[config.mk]
export PLATFORM = sky130hd
export DESIGN_NAME = ysyx_22040127_lsu
export DESIGN_NICKNAME = d
export VERILOG_FILES = /design/src/rtl/ysyx_22040127_lsu_pkg.sv /design/src/rtl/ysyx_22040127_lsu_align.sv /design/src/rtl/ysyx_22040127_lsu.sv
export SDC_FILE = /design/constraint.sdc
export NUM_CORES = 1
export LEC_CHECK = 0
export ABC_CLOCK_PERIOD_IN_PS = 8790
export CORE_AREA = 2 2 181 183
export CTS_BUF_LIST = sky130_fd_sc_hd__clkbuf_8
export CTS_CLUSTER_DIAMETER = 40
export DETAILED_ROUTE_END_ITERATION = 7
export DIE_AREA = 0 0 183 185
export GPL_TIMING_DRIVEN = 0
export PLACE_DENSITY = 0.68
export SLEW_MARGIN = 20
export SYNTH_ARGS = -nofsm -noshare
export SYNTH_HDL_FRONTEND = slang
export SYNTH_SLANG_ARGS = --single-unit
[constraint.sdc]
create_clock -name clk -period 8.79 [get_ports clk]
set_input_delay 2.637 -clock clk [delete_from_list [all_inputs] [get_ports clk]]
set_output_delay 2.637 -clock clk [all_outputs]
set_load 0.005 [all_outputs]
[src/rtl/ysyx_22040127_lsu_pkg.sv]
// Shared definitions for the LSU: funct3 encodings, FSM state type and byte-mask helpers.
package ysyx_22040127_lsu_pkg;

    localparam logic [2:0] F3_B  = 3'b000;
    localparam logic [2:0] F3_H  = 3'b001;
    localparam logic [2:0] F3_W  = 3'b010;
    localparam logic [2:0] F3_D  = 3'b011;
    localparam logic [2:0] F3_BU = 3'b100;
    localparam logic [2:0] F3_HU = 3'b101;
    localparam logic [2:0] F3_WU = 3'b110;

    typedef enum logic [1:0] {
        IDLE,
        ACCESS,
        RESP
    } lsu_state_t;

    // The low two funct3 bits encode the size, so 111 falls through to a doubleword.
    function automatic logic [7:0] size_mask(input logic [2:0] func3);
        case (func3[1:0])
            2'b00:   size_mask = 8'h01;
            2'b01:   size_mask = 8'h03;
            2'b10:   size_mask = 8'h0F;
            default: size_mask = 8'hFF;
        endcase
    endfunction

    function automatic logic misaligned(input logic [2:0] func3, input logic [2:0] offset);
        case (func3[1:0])
            2'b00:   misaligned = 1'b0;
            2'b01:   misaligned = offset[0];
            2'b10:   misaligned = |offset[1:0];
            default: misaligned = |offset;
        endcase
    endfunction

endpackage

[src/rtl/ysyx_22040127_lsu_align.sv]
// Load-data aligner: shifts the addressed lane down to bit 0, then sign- or zero-extends by funct3.
module ysyx_22040127_lsu_align
    import ysyx_22040127_lsu_pkg::*;
(
    input  logic [63:0] data,
    input  logic [2:0]  offset,
    input  logic [2:0]  func3,
    output logic [63:0] result
);

    logic [63:0] shifted;

    // Bytes shifted in from above lane 7 are zero, so misaligned loads read 0 there.
    assign shifted = data >> {offset, 3'b000};

    always_comb begin
        result = shifted;
        case (func3)
            F3_B:    result = {{56{shifted[7]}},  shifted[7:0]};
            F3_H:    result = {{48{shifted[15]}}, shifted[15:0]};
            F3_W:    result = {{32{shifted[31]}}, shifted[31:0]};
            F3_BU:   result = {56'b0, shifted[7:0]};
            F3_HU:   result = {48'b0, shifted[15:0]};
            F3_WU:   result = {32'b0, shifted[31:0]};
            default: result = shifted;
        endcase
    end

endmodule

[src/rtl/ysyx_22040127_lsu.sv]
// Blocking load/store unit between EXU and the pmem model (IDLE -> ACCESS -> RESP).
// Optional macro LSU_MISALIGN_TRAP_EN: misaligned accesses skip memory and respond with resp_err=1.
module ysyx_22040127_lsu
    import ysyx_22040127_lsu_pkg::*;
#(
    parameter logic [63:0] RESET_ADDR = 64'h8000_0000
) (
    input  logic        clk,
    input  logic        rst,
    input  logic        req_valid,
    output logic        req_ready,
    input  logic        req_wen,
    input  logic [2:0]  req_func3,
    input  logic [63:0] req_addr,
    input  logic [63:0] req_wdata,
    output logic        resp_valid,
    input  logic        resp_ready,
    output logic [63:0] resp_rdata,
    output logic        resp_err,
    output logic [7:0]  mem_wmask,
    output logic [63:0] mem_wdata,
    output logic [63:0] mem_waddr,
    output logic [63:0] mem_raddr,
    input  logic [63:0] mem_rdata
);

    lsu_state_t  state, next_state;
    logic        wen_q;
    logic [2:0]  func3_q;
    logic [2:0]  off_q;
    logic [63:0] line_q;
    logic [63:0] wdata_q;
    logic [63:0] rdata_q;
    logic [63:0] load_data;
    logic        trap_req;
    logic        store_cycle;

`ifdef LSU_MISALIGN_TRAP_EN
    logic err_q;
    assign trap_req = misaligned(req_func3, req_addr[2:0]);
    assign resp_err = err_q;
`else
    assign trap_req = 1'b0;
    assign resp_err = 1'b0;
`endif

    always_ff @(posedge clk or posedge rst) begin
        if (rst) state <= IDLE;
        else     state <= next_state;
    end

    always_comb begin
        next_state = state;
        case (state)
            IDLE:    if (req_valid) next_state = trap_req ? RESP : ACCESS;
            ACCESS:  next_state = RESP;
            RESP:    if (resp_ready) next_state = IDLE;
            default: next_state = IDLE;
        endcase
    end

    // line_q only moves for requests that reach ACCESS, so the memory address holds otherwise.
    always_ff @(posedge clk or posedge rst) begin
        if (rst) begin
            wen_q   <= 1'b0;
            func3_q <= 3'b000;
            off_q   <= 3'b000;
            line_q  <= RESET_ADDR;
            wdata_q <= '0;
            rdata_q <= '0;
`ifdef LSU_MISALIGN_TRAP_EN
            err_q   <= 1'b0;
`endif
        end else begin
            if (state == IDLE && req_valid) begin
                wen_q   <= req_wen;
                func3_q <= req_func3;
                off_q   <= req_addr[2:0];
                wdata_q <= req_wdata;
                rdata_q <= '0;
                if (!trap_req) line_q <= {req_addr[63:3], 3'b000};
`ifdef LSU_MISALIGN_TRAP_EN
                err_q   <= trap_req;
`endif
            end
            if (state == ACCESS) rdata_q <= wen_q ? '0 : load_data;
        end
    end

    ysyx_22040127_lsu_align u_align (
        .data   (mem_rdata),
        .offset (off_q),
        .func3  (func3_q),
        .result (load_data)
    );

    // Write strobes decode from state alone so reset removes them without a clock.
    assign store_cycle = (state == ACCESS) && wen_q;
    assign mem_wmask   = store_cycle ? (size_mask(func3_q) << off_q) : 8'h00;
    assign mem_wdata   = store_cycle ? (wdata_q << {off_q, 3'b000}) : '0;
    assign mem_waddr   = line_q;
    assign mem_raddr   = line_q;
    assign req_ready   = (state == IDLE);
    assign resp_valid  = (state == RESP);
    assign resp_rdata  = rdata_q;

endmodule

Word level (Yosys, flattened, before mapping)
Index checks and enable logic that the tools add are counted.
{"block": "totals", "ff_bits": 198, "inputBits": 200, "output_inout_bits": 267, "word_cells": 38}
{"block": "classes", "n_eq_ne": 11, "shift": 3, "muxes": 10, "reduce_logical": 7}
{"op": "$pmux W64 S6", "n": 1}
{"op": "$mux W64", "n": 4}
{"op": "$shl A64 B6 Y64", "n": 1}
{"op": "$shr A64 B6 Y64", "n": 1}
{"op": "$pmux W8 S3", "n": 1}
{"op": "$eq A3 B3 Y1 const B", "n": 3}
{"op": "$mux W8", "n": 1}
{"op": "$shl A8 B3 Y8", "n": 1}
{"op": "$pmux W2 S3", "n": 1}
{"op": "$eq A2 B1 Y1 const B", "n": 2}
{"op": "$eq A2 B2 Y1 const B", "n": 2}
{"op": "$logic_not A2 Y1", "n": 2}
{"op": "$mux W2", "n": 2}
{"op": "$eq A3 B1 Y1 const B", "n": 1}
{"op": "$eq A3 B2 Y1 const B", "n": 1}
{"op": "$logic_not A3 Y1", "n": 1}
{"op": "$logic_and A1 B1 Y1", "n": 2}
{"op": "$ne A2 B1 Y1 const B", "n": 1}
{"op": "$ne A2 B2 Y1 const B", "n": 1}
{"op": "$reduce_and A2 Y1", "n": 1}
{"op": "$reduce_bool A2 Y1", "n": 1}

Longest topological paths before layout
{"block": "depth", "word_depth": 4, "depth_mapped": 10, "mapped_depth_nobuf": 5}

By module
Synthesis repeated with hierarchy kept, for this count alone.
{"block": "hier_totals", "cells_unflattened": 1040, "hier_area_um2": 11867.6}
{"module": "ysyx_22040127_lsu", "instances": 1, "cells_each": 747, "area_per_inst_um2": 9529.1, "seq_area_each_um2": 4956.0}
{"module": "ysyx_22040127_lsu_align", "instances": 1, "cells_each": 293, "area_per_inst_um2": 2338.5, "seq_area_each_um2": 0.0}

Worst setup path before layout
No wires, ideal clock.
{"block": "synth_timing", "path_kind": "reg-to-output", "from": "register off_q[1]", "to": "output mem_wmask[5]", "arrival_time_ns": 1.735, "required_ns": 6.153, "slack_ns": 4.418, "stages_incl_launch_ff": 8, "path_cell_list": "dfrtp_1 buf_6 buf_6 buf_4 buf_6 buf_2 buf_2 a2111oi_0"}
{"block": "synth_between", "elab_chain_len": 2}
{"item": "from (decl)", "line_no": "ysyx_22040127_lsu.sv:30", "text": "logic [2:0] off_q;"}
{"item": "from (signal assigned)", "line_no": "ysyx_22040127_lsu.sv:78", "text": "off_q <= req_addr[2:0];"}
{"item": "$shl A8 B3 Y8", "line_no": "ysyx_22040127_lsu.sv:99", "text": "assign mem_wmask = store_cycle ? (size_mask(func3_q) << off_q) : 8'h00;"}
{"item": "$mux W8", "line_no": "ysyx_22040127_lsu.sv:99"}
{"item": "to (decl)", "line_no": "ysyx_22040127_lsu.sv:20", "text": "output logic [7:0] mem_wmask,"}
No other way between the ends.

Worst setup path in the final report
{"block": "layout_timing", "from": "register off_q[0]", "to": "output mem_wdata[54]"}
{"block": "layout_between", "elab_chain_len": 2}
{"item": "$shl A64 B6 Y64", "line_no": "ysyx_22040127_lsu.sv:100", "text": "assign mem_wdata = store_cycle ? (wdata_q << {off_q, 3'b000}) : '0;"}
{"item": "$mux W64", "line_no": "ysyx_22040127_lsu.sv:100"}
{"item": "to (decl)", "line_no": "ysyx_22040127_lsu.sv:21", "text": "output logic [63:0] mem_wdata,"}
No other way between the ends.

==> results.py <==
metrics = {
    "yosys": {
        "synth_top_flop_cell": "dfrtp_1",
        "syn_inst": 1125,
        "synth-edff-count": 0,
        "synth_warnings": 0,
        "yosysSeqAreaShare_pct": 40.98,
        "synth_area_mm2": 0.01209,
        "ys_types": 56,
        "async_reset_ff_share_pct": 100.0,
        "synth_seq_cells": 198,
        "syn_area_per_cell_um2": 10.75,
    },
    "final_layout": {
        "final_common_cell": "clkdlybuf4s50_1",
        "area_delta_synth_final_pct": 46.44,
        "final_layout_size_suffix_gt1_share_pct": 23.17,
        "finalNonFillerCells": 2032,
        "final_nets": 1810,
        "fin_area_mm2": 0.01771,
        "final_cell_mix": "clkdlybuf4s50_1 (459), dfrtp_1 (197), mux2_2 (154), nand2_1 (100), mux2i_1 (91)",
        "utilization_pct": 55.27,
    },
    "critical_path": {
        "critPathRequiredTime_ps": 6150,
        "crit_start": "off_q[0]",
        "end_kind": "output port",
        "cp_max_fo": 10,
        "crit_type": "reg -> out",
        "max_stage_delay_ps": 570,
        "worst_setup_path_start_kind": "flip-flop",
        "cp.arrival_ps": 3660,
        "slowest_stage": "buf_1",
        "crit-reg2reg-launch": "off_q[0]",
        "crit_chain": "buf_4, buf_2, buf_2, buf_1, o21ai_0, mux2i_1, nor2_1, clkdlybuf4s50_1",
        "cpMostUsedCell": "buf_2",
    },
    "sta": {
        "worst_slew_pin_slew_ps": 1043,
        "slew_violations": 0,
        "setup_violations": 0,
        "rsz0062_at_grt": "no",
        "setup_tns_ps": 0,
        "fin_crit_sh_pct": 71.60,
        "finalHoldViolations": 0,
        "finalCriticalPeriod_ps": 6293,
        "slew_headroom_pct": 30.46,
        "timing.hold.ws_ps": 486.8,
        "max_freq_mhz": 158.9,
        "skew_ps": 27.57,
    },
    "floorplan": {
        "core_mm2": 0.03204,
        "ios": 467,
        "dieArea_mm2": 0.03386,
        "start_util_pct": 37.74,
        "std_cell_rows": 66,
        "die_x_um": 183,
        "die_y_um": 185,
    },
    "clock_network": {
        "cts_resized": 0,
        "clk_pin_slew_worst_paths_ps": 120,
        "ctsHoldBuffers": 0,
        "cts_root_buffer": "clkbuf_8",
        "cts.htree.levels": 4,
        "clock_latency_ps": 510,
        "postCtsSetupBuffers": 0,
        "clk_path_buf_depth": 2,
        "cts_buffers": 17,
        "cts_tree": "done",
        "clock_sinks": 198,
    },
    "drt": {
        "drt.antenna.violating_nets": 0,
        "drc": 0,
        "vias": 11310,
        "wl_met3_um": 4098,
        "top_layer": "met5",
        "wl_met1_um": 20670,
        "vias_per_cell": 5.565,
        "routedWlPerCell_um": 25.52,
        "totalWireLength_um": 51870,
        "dr_wl_met2_um": 25300,
        "drt_iter0_drc": 850,
        "firstDrtPassIters": 5,
    },
    "global_routing": {
        "antenna_found_initial": 1,
        "grtUsageTotal_pct": 30.17,
        "grt_pass1_vias": 11360,
        "gr-total-overflow": 0,
        "grt_start_max_net_pins": 106,
        "grt_pass1_wl_um": 74350,
    },
    "placed_design": {
        "dp_hpwl_um": 40470,
        "place.gp.congestion": 0.9473,
        "io_buffers": 459,
        "placed_cell_area_mm2": 0.01726,
        "dp_cells": 1999,
    },
    "pwr": {
        "p_per_area_mw_per_mm2": 381.1,
        "max-vdd-ir-drop_mv": 0.2224,
        "leakagePower_nw": 7.240,
    },
    "outcome": {
        "run_status": "complete, no violations",
    },
    "run": {
        "max_cap_violations": 0,
    },
    "worst_hold_path": {
        "hp-start": "resp_rdata[49]",
        "min_path_type": "reg -> reg",
    },
}
## worst max-delay path: cells and delay by family (launching register included)
family	cells	cell delay, ps
AO/OA/AOI/OAI	1	250
buffers and inverters	5	2070
flip-flops	1	400
multiplexers	1	310
AND/OR/NAND/NOR	1	130
## through the flow
step / setup slack (ps) / power [W]
final: 2497 / 0.006749
after global routing: 2350 / 0.007090
after CTS: 2462 / 0.006734
after detailed placement: 3046 / 0.006030
after global placement: -1970 / 0.005984
after floorplan: 757.3 / 0.004013
## worst paths after layout
kind | to | slack (ps) | cells past startpoint
setup / recovery | mem_wdata[54] | 2500 | 8
max in group asynchronous | wdata_q[7] | 5120 | 3
hold reg to reg | resp_rdata[49] | 490 | 2
min in group asynchronous | mem_raddr[55] | 2620 | 2
setup reg to reg | resp_rdata[0] | 5950 | 7
hold / removal | resp_rdata[49] | 490 | 2
## layer usage
| metal | GRT usage [%] | vias to the layer above |
|---|---|---|
| met3 | 6.547 | 96 |
| met2 | 51.55 | 612 |
| met1 | 37.49 | 5653 |
| li1 | - | 4945 |
| met5 | 0 | - |
| met4 | 11.39 | 2 |
## synthesized netlist by cell type (7+ instances only)
master	instances	share of area (%)
mux2_2	154	14
o2bb2ai_1	7	0.51
mux2i_1	91	7.5
nor2b_1	18	0.93
a211oi_1	25	1.6
o221ai_1	7	0.51
clkbuf_1	43	1.3
o21ai_0	67	2.8
buf_1	8	0.25
and2_1	21	1.1
a22oi_1	17	1.1
o22a_1	8	0.58
o31ai_2	13	1.3
buf_4	77	4.8
buf_2	26	1.1
dfrtp_1	197	41
a21oi_1	46	1.9
o21ai_2	17	1.2
nand2_1	100	3.1
mux4_2	30	5.6
nor2_1	76	2.4
## logic make-up after synthesis
| logic type | Yosys count | share of synthesized area (%) |
|---|---|---|
| muxes | 277 | 27.70 |
| and+or+nand+nor | 247 | 9.426 |
| AOI/OAI and AO/OA | 236 | 13.68 |
| DFF | 198 | 40.98 |
| buffers and inverters | 166 | 8.184 |
| other | 1 | 0.03101 |
## flip-flops by register name, summed over array words and instances, names as in the netlist
name and count:
mem_raddr 61, wen_q 1, wdata_q 64, state 2, resp_rdata 64, off_q 3, func3_q 3
## layout make-up
cell class	count	area (um2)
Fill cell	2894	14330
Multi-Input combinational cell	767	6170
Sequential cell	198	4956
Timing Repair Buffer	460	4622
Buffer	160	967.2
Tap cell	408	510.5
Clock buffer	17	234.0
Clock inverter	15	216.5
Inverter	6	30.03
Antenna cell	1	2.502
## report_power, final
group | leakage [nW] | switching, W | internal (W)
sequential | 2.44 | 0.000439 | 0.00136
combinational | 4.58 | 0.00203 | 0.00224
clock | 0.220 | 0.000449 | 0.000238
(Power assumes the default switching activity.)
==> patch: new RTL, same flow settings <==
Reset style: synchronous (`rst`), changed in 2 clocked blocks.
--- a/src/rtl/ysyx_22040127_lsu.sv
+++ b/src/rtl/ysyx_22040127_lsu.sv
@@ -46,3 +46,3 @@
 
-    always_ff @(posedge clk or posedge rst) begin
+    always_ff @(posedge clk) begin
         if (rst) state <= IDLE;
@@ -62,3 +62,3 @@
     // line_q only moves for requests that reach ACCESS, so the memory address holds otherwise.
-    always_ff @(posedge clk or posedge rst) begin
+    always_ff @(posedge clk) begin
         if (rst) begin
Formal check against the unedited RTL: differs if rst is asserted again (counterexample within 4 cycles, from zero or initial values and one cycle with rst high); with rst held inactive, the same outputs for 4 cycles.
==> patch against the original RTL <==
  * Count of clock-buffer cells in the layout did not move
  * Worst setup slack got worse by 240 ps
  * Global-route usage fell by 0.086 points
  * Wire length up 1.8%
  * Final area down 5.7%
  * Synthesized area fell by 8.0%
  * First-iteration DRC count rose by 38%
  * Sequential cell count unchanged
  * Cell count is 14% higher
  * Die area is the same
  * Critical path depth up 1
  * Highest routed layer is now met4
Power is not compared: it rests on default switching activity, and its combinational part moved more than twofold at a synthesized area within 25%.
==> patch: results <==
set metrics [dict create \
    status "finished, final reports clean" \
    ys_seq_area_frac 0.356 \
    bufAreaShareNonClock 0.338 \
    avgViaCountPerCell 5.42 \
    nFillCells 3100 \
    grtUsageMet2 0.539 \
    place_congestion 0.953 \
    routed_wl_um 52800 \
    drive_above_1_share 0.102 \
    synthArstFlopShare 0 \
    synthTopCellsByCount "nand2_1, a21oi_1, dfxtp_1" \
    multi_input_gates 1026 \
    nets 2103 \
    register_area_um2 3960 \
    place.port_buffers 458 \
    slew_headroom 0.240 \
    inverters 11 \
    dp_hpwl_um 42100 \
    clkCellAreaFrac 0.0273 \
    timing.fmax_mhz 153 \
    grt_max_degree 25 \
    nNonClkBuffers 649 \
    yosysUniqueCellTypes 49 \
    dp.cells 2292 \
    grt_pass1_vias 12600 \
    diodes 0 \
    cp.arrival_ps 3900 \
    grt_pass1_wl_um 76200 \
    synthTopCellsByArea "dfxtp_1, nand2_1, a21oi_1" \
    syn_avg_cell_area_um2 7.84 \
    wl_per_cell_um 22.7 \
    antenna_found_initial 0 \
    multi_input_area_um2 6090 \
    grt_use_met1 0.349 \
]
-- patch: changes by cell type after synthesis, moves of 19 or more --
cell	unedited run	this run
a21oi_1	46	203
clkbuf_1	43	81
dfrtp_1	197	0
dfxtp_1	0	198
mux2_2	154	33
nand2_1	100	336
o22ai_1	4	23
-- patch: logic make-up (layout without fill, tap and decap cells) --
family	count (synthesis)	count (layout)	share of synthesized area
mux	142	142	0.155
compound gates	376	376	0.202
buf+inv	202	692	0.0984
other cells	1	7	0.000337
simple gates	501	501	0.188
flops	198	198	0.356
-- patch: per-layer routing --
| metal | routed length, µm | share of wire |
|---|---|---|
| met5 | 0 | 0 |
| met4 | 2170 | 0.041 |
| met3 | 3870 | 0.073 |
| met2 | 26200 | 0.50 |
| met1 | 20500 | 0.39 |
-- patch: stage by stage --
step | worst slack, ps | cell area [µm²]
floorplan | 4380 | 11100
global placement | 2890 | 16200
detailed placement | 2960 | 16200
CTS | 2380 | 16700
global route | 2170 | 16700
finish | 2250 | 16700
-- patch: final timing paths --
path | depth (start not counted) | slack [ps] | startpoint | endpoint
setup reg to reg | 6 | 6120 | off_q[0] | resp_rdata[24]
setup / recovery | 9 | 2250 | off_q[1] | mem_wdata[32]
hold / removal | 2 | 460 | resp_rdata[37] | resp_rdata[37]
hold reg to reg | 2 | 460 | resp_rdata[37] | resp_rdata[37]
-- patch: worst max-delay path, cell delays in order, from the launching register on --
cell and delay [ps]:
dfxtp_1 330, buf_6 130, buf_4 180, buf_2 250, clkinv_1 230, nand2_1 330, nor3_1 970, nand2_1 100
o21ai_0 200, clkdlybuf4s50_1 660
-- patch: power by group --
part / internal (W) / leakage [nW] / switching (W)
Combinational: 0.000327 / 4.17 / 0.000325
Sequential: 0.000951 / 1.62 / 0.0000520
Clock: 0.000234 / 0.223 / 0.000438
